### config.mk
export PLATFORM = sky130hd
export DESIGN_NAME = bank_match_sched
export DESIGN_NICKNAME = d
export VERILOG_FILES = /design/src/rtl/bank_match_sched.sv
export SDC_FILE = /design/constraint.sdc
export NUM_CORES = 1
export LEC_CHECK = 0
export ABC_AREA = 1
export CORE_ASPECT_RATIO = 0.7
export CORE_UTILIZATION = 40
export DETAILED_ROUTE_END_ITERATION = 7
export PLACE_DENSITY = 0.7
export SLEW_MARGIN = 20
export SYNTH_ARGS = -nofsm -noshare
export SYNTH_HDL_FRONTEND = slang
export SYNTH_SLANG_ARGS = --single-unit
### constraint.sdc
create_clock -name clk -period 3.3 [get_ports clk]
set_input_delay 0.825 -clock clk [delete_from_list [all_inputs] [get_ports clk]]
set_output_delay 0.825 -clock clk [all_outputs]
set_load 0.05 [all_outputs]
### src/rtl/bank_match_sched.sv
// -----------------------------------------------------------------------------
// bank_match_sched
//
// Sequencing controller for the shared four-bank field comparator. Four
// requesters each present a key. One requester is granted round-robin, and its
// key is latched. The 2-bit bank select then walks banks 0..3, and each
// selected bank field is compared against the latched key. When the walk ends,
// the block pulses `done` and reports the match results.
//
// Ports:
//   clk        rising-edge clock
//   rst        synchronous active-high reset
//   req[3:0]   per-requester request, held until done (dropping it aborts)
//   key        requester i key at [i*W +: W], sampled once at grant
//   bank_data  field of the bank addressed by bank_sel (same-cycle datapath)
//   bank_sel   registered bank select driven to the datapath mux
//   grant      one-hot grant, high through SCAN and DONE
//   busy       high in SCAN and DONE
//   done       one-cycle completion pulse
//   hit        any bank matched (valid with done)
//   hit_vec    per-bank match vector (valid with done)
//   hit_bank   lowest matching bank, 0 if none (valid with done)
//
// Build option:
//   BMS_EARLY_EXIT_EN  when defined, the scan ends on the first matching bank.
//                      When undefined, all four banks are always scanned.
// -----------------------------------------------------------------------------
module bank_match_sched #(
  parameter int W = 8
) (
  input  logic           clk,
  input  logic           rst,
  input  logic [3:0]     req,
  input  logic [4*W-1:0] key,
  input  logic [W-1:0]   bank_data,
  output logic [1:0]     bank_sel,
  output logic [3:0]     grant,
  output logic           busy,
  output logic           done,
  output logic           hit,
  output logic [3:0]     hit_vec,
  output logic [1:0]     hit_bank
);

  typedef enum logic [1:0] {
    IDLE = 2'd0,
    SCAN = 2'd1,
    DONE = 2'd2
  } state_t;

  state_t       state_q, state_d;
  logic [1:0]   bank_sel_q, bank_sel_d;
  logic [3:0]   grant_q, grant_d;
  logic         busy_q, busy_d;
  logic         done_q, done_d;
  logic         hit_q, hit_d;
  logic [3:0]   hit_vec_q, hit_vec_d;
  logic [1:0]   hit_bank_q, hit_bank_d;
  logic [1:0]   last_q, last_d;
  logic [W-1:0] key_q, key_d;

  // Unpacked view of the key bus, and the request vector rotated so that
  // rot_req[i] belongs to requester (last + 1 + i) mod 4.
  logic [W-1:0] key_arr [4];
  logic [3:0]   rot_req;

  generate
    for (genvar gi = 0; gi < 4; gi++) begin : g_req
      assign key_arr[gi] = key[gi*W +: W];
      assign rot_req[gi] = req[last_q + 2'(gi + 1)];
    end
  endgenerate

  // The first set bit of the rotated vector is the round-robin winner.
  logic       pick_valid;
  logic [1:0] pick_idx;

  always_comb begin
    pick_valid = 1'b0;
    pick_idx   = 2'd0;
    for (int i = 3; i >= 0; i--) begin
      if (rot_req[i]) begin
        pick_valid = 1'b1;
        pick_idx   = last_q + 2'(i + 1);
      end
    end
  end

  function automatic logic [1:0] lowest_set(input logic [3:0] v);
    logic [1:0] r;
    r = 2'd0;
    for (int b = 3; b >= 0; b--) begin
      if (v[b]) r = 2'(b);
    end
    return r;
  endfunction

  logic owner_req;
  logic match;
  logic scan_end;

  assign owner_req = |(req & grant_q);
  assign match     = (bank_data == key_q);

  always_comb begin
    state_d    = state_q;
    bank_sel_d = bank_sel_q;
    grant_d    = grant_q;
    busy_d     = busy_q;
    done_d     = 1'b0;
    hit_d      = hit_q;
    hit_vec_d  = hit_vec_q;
    hit_bank_d = hit_bank_q;
    last_d     = last_q;
    key_d      = key_q;
    scan_end   = 1'b0;

    case (state_q)
      IDLE: begin
        if (pick_valid) begin
          key_d      = key_arr[pick_idx];
          grant_d    = 4'b0001 << pick_idx;
          last_d     = pick_idx;
          hit_vec_d  = 4'b0000;
          hit_d      = 1'b0;
          hit_bank_d = 2'd0;
          bank_sel_d = 2'd0;
          busy_d     = 1'b1;
          state_d    = SCAN;
        end
      end

      SCAN: begin
        if (!owner_req) begin
          // Abort: the owner dropped its request. Leave without a done pulse.
          // The round-robin pointer keeps the aborted index.
          state_d    = IDLE;
          grant_d    = 4'b0000;
          busy_d     = 1'b0;
          bank_sel_d = 2'd0;
          hit_vec_d  = 4'b0000;
        end else begin
          hit_vec_d[bank_sel_q] = match;
`ifdef BMS_EARLY_EXIT_EN
          scan_end = match || (bank_sel_q == 2'd3);
`else
          scan_end = (bank_sel_q == 2'd3);
`endif
          if (scan_end) begin
            // Summaries come from the vector including this cycle's compare,
            // so they are already valid when done rises.
            state_d    = DONE;
            done_d     = 1'b1;
            hit_d      = |hit_vec_d;
            hit_bank_d = lowest_set(hit_vec_d);
          end else begin
            bank_sel_d = bank_sel_q + 2'd1;
          end
        end
      end

      DONE: begin
        state_d    = IDLE;
        grant_d    = 4'b0000;
        busy_d     = 1'b0;
        bank_sel_d = 2'd0;
      end

      default: begin
        state_d    = IDLE;
        grant_d    = 4'b0000;
        busy_d     = 1'b0;
        bank_sel_d = 2'd0;
      end
    endcase
  end

  always_ff @(posedge clk) begin
    if (rst) begin
      state_q    <= IDLE;
      bank_sel_q <= 2'd0;
      grant_q    <= 4'b0000;
      busy_q     <= 1'b0;
      done_q     <= 1'b0;
      hit_q      <= 1'b0;
      hit_vec_q  <= 4'b0000;
      hit_bank_q <= 2'd0;
      last_q     <= 2'd3;
      key_q      <= '0;
    end else begin
      state_q    <= state_d;
      bank_sel_q <= bank_sel_d;
      grant_q    <= grant_d;
      busy_q     <= busy_d;
      done_q     <= done_d;
      hit_q      <= hit_d;
      hit_vec_q  <= hit_vec_d;
      hit_bank_q <= hit_bank_d;
      last_q     <= last_d;
      key_q      <= key_d;
    end
  end

  assign bank_sel = bank_sel_q;
  assign grant    = grant_q;
  assign busy     = busy_q;
  assign done     = done_q;
  assign hit      = hit_q;
  assign hit_vec  = hit_vec_q;
  assign hit_bank = hit_bank_q;

endmodule

==> results by group <==
Timing
  – Crit path time final: 2.50 ns
  – Worst Max-Slew Pin Slew: 0.544 ns
  – Clk_skew: 0.00206 ns
  – Slew headroom: 63.6%
  – Setup ws final: 0.803 ns
  – RSZ-0062 raised after global routing: no
  – Setup violations, final: 0
  – Max frequency: 401 MHz
  – Max-slew violation count: 0
  – Hold Vio Cnt, Final: 0
  – Sum Neg Setup Slack: 0 ns
  – Fin crit share: 75.7%

Logic synthesis
  – Top cells by area, synth: dfxtp_1 31%, nand2_1 18%, nand3_1 10%
  – Post-synth EDFFs: 0
  – Netlist cell types: 26
  – Syn_area_per_cell: 6.50 um2
  – Post-synthesis sequential area ratio: 30.8%
  – FFs w/ async S/R, synth: 0%
  – Post-synth top area cell: dfxtp_1
  – Post-Syn Area: 0.00175 mm2
  – Mapped Cells: 270
  – Synth Register Bits: 27
  – Post-Synthesis Net Count: 320
  – Most used DFF post-synth: dfxtp_1
  – Warning count from the yosys run: 0
  – Synth top area share: 30.8%

Place
  – Post-DP Area: 0.00237 mm2
  – Routability Congestion: 0.874
  – Port Buffers: 60
  – Dpl ws: 0.498 ns
  – HPWL after DPL: 3430 um

Worst setup path
  – CP max stage cell: clkdlybuf4s50_1
  – CP delay by family, top: simple AND/OR/NAND/NOR gates
  – Required time of the critical path: 3.48 ns
  – Slowest Stage Delay on Critical Path: 0.49 ns
  – Critical path buffer and inverter count: 3
  – Worst Setup Path Type: in -> reg
  – Worst setup path startpoint: req[0]
  – Crit start category: primary input
  – Worst setup EP type: register
  – CP cell instances: clkdlybuf4s50_1 > nand2_1 > nand2_1 > nand2_2 > nand2_2 > inv_2 > nand3_1 > inv_1 > nor2_2 > nor2_2 > nand2_1 > nand2_1 > nor2_1 > nor2_1
  – Crit-path most repeated cell: nand2_1
  – RR Startpoint: last_q[0]$_SDFFE_PP1P_
  – CP arrival: 2.67 ns
  – CP max FO: 11

Global routing
  – Initial antenna violation count: 0
  – Gr ovfl total: 0
  – First-pass GRT wire length: 7290 um
  – Vias in the first global route: 1621
  – Top Usage Layer GRT: met1
  – Global-route usage over all layers: 20.4%
  – Grt met3 use: 5.28%
  – GR Layer Usage met2: 29.1%
  – Largest net degree at the start of global routing: 24
  – Met1 GRT Util: 30.0%

Cells and area
  – Multi-input gate area: 0.00106 mm2
  – Post-route cell area: 0.00241 mm2
  – Antenna cells: 0
  – Layout cells sized above 1: 9.15%
  – Fillers: 391
  – Storage element area: 541 um2
  – Area growth from synthesis to layout: 37.5%
  – Nets: 379

CTS
  – TritonCTS clock tree: done
  – Clk sinks: 27
  – CTS HTree Levels: 1
  – CTS max path bufs: 2
  – Skew-Pair Late Insertion Delay: 0.28 ns
  – TritonCTS Buffers: 3
  – Root Buffer: clkbuf_8
  – Post-CTS setup buffers: 0
  – Post-CTS Resized: 0
  – Clock transition at path regs: 0.09 ns
  – Hold Buf Count CTS: 0

Route
  – Initial DRC count: 80
  – DRT Pass-1 Iters: 4
  – Average wire per standard cell: 11.8 um
  – DRC viols: 0
  – Antenna Nets Post-Route: 0
  – Vias: 1860
  – DRT Wirelength: 4500 um
  – Mean number of vias per cell: 4.89

Floorplan
  – Height of the chip: 57.4 um
  – Die ar.: 0.00466 mm2
  – Die W: 81.2 um
  – # IOs: 61
  – Core Box Area: 0.00407 mm2
  – Initial core utilization: 43.2%
  – Row cnt: 19

Worst hold path
  – Hold Startpoint: hit_bank[0]$_SDFFE_PP0P_
  – Worst hold path class: reg -> reg

Pwr
  – Peak supply drop: 0.000630 V
  – Leak pwr: 1.08 nW
  – Power Dens Cells: 831 mW/mm2

Status
  – Status: finished, final reports clean

Run
  – Max cap viols: 0
==> metal layers <==
metal | vias to the layer above | wire length [um]
met4 | 0 | 33
met3 | 4 | 395
met2 | 70 | 1700
met5 | - | 0
met1 | 808 | 2380
li1 | 978 | -
==> power breakdown <==
part	internal, mW	switching (mW)
Sequential	0.411	0.0690
Combinational	0.460	0.875
Clock	0.0848	0.105
Total	0.955	1.05
==> logic make-up (layout without fill, tap and decap cells) <==
family | Yosys count | after routing | share of synthesized area (%)
xor gates and xnor gates | 8 | 8 | 3.99
DFF | 27 | 27 | 30.8
and+or+nand+nor | 166 | 166 | 43.0
AOI/OAI and AO/OA | 34 | 34 | 10.5
buffers and inverters | 31 | 89 | 8.84
adders and majority gates | 4 | 4 | 2.85
==> layout make-up <==
class | instances | share of cell area (%)
repair buffers | 62 | 25.5
flip-flops and latches | 27 | 22.4
clock inverters | 1 | 0.207
multi-input cells | 212 | 43.9
well taps | 52 | 2.70
inverters | 23 | 3.58
clock buffers | 3 | 1.71
==> registers in the layout, summed over array words and instances (netlist names) <==
register and cells:
done 1, hit_vec 4, key_q 8, hit_bank 2, state_q 2, grant 4
busy 1, bank_sel 2, hit 1, last_q 2
==> cell usage after synthesis (2+ instances only) <==
cell type / n
nand2_1: 83
nand3_1: 35
nor2_1: 29
dfxtp_1: 27
a21oi_1: 19
inv_1: 18
o21ai_0: 9
xnor2_1: 8
nand2_2: 6
inv_2: 5
buf_6: 4
ha_1: 4
nor2_2: 4
nor2_4: 3
a22o_1: 2
buf_4: 2
nand2_4: 2
o21ai_1: 2
==> worst min-delay path: cells and delay by family (launching register included) <==
family           cells  cell delay [ns]
flip-flops           1             0.32
AO/OA/AOI/OAI        1             0.05
AND/OR/NAND/NOR      1             0.06
==> layout by cell type, fill, tap and decap left out, types with 2 or more instances in the layout <==
cell	count
a21oi_1	19
o21ai_0	9
inv_1	18
nor2_4	3
a22o_1	2
xnor2_1	8
nand2_1	83
o21ai_1	2
nand3_1	35
buf_4	2
nand2_2	6
nand2_4	2
nor2_2	4
inv_2	5
clkdlybuf4s50_1	60
dfxtp_1	27
nor2_1	29
clkbuf_8	3
ha_1	4
==> worst paths after layout <==
kind,depth (start not counted),to,slack [ns]
max,14,key_q[2]$_SDFFE_PP0P_,0.80
min,2,hit_bank[0]$_SDFFE_PP0P_,0.47
max reg2reg,14,key_q[2]$_SDFFE_PP0P_,1.28
min reg2reg,2,hit_bank[0]$_SDFFE_PP0P_,0.47
==> metrics by stage <==
step                power, mW  cells  util (%)  hold WS [ns]
global placement         1.81    376      58.2         0.457
finish                   2.00    380      59.3         0.474
CTS                      2.01    380      59.3         0.477
global route             2.20    380      59.3         0.483
floorplan                1.60    270         -         0.497
detailed placement       1.82    376      58.2         0.455
Power figures use the tool's default switching activity.
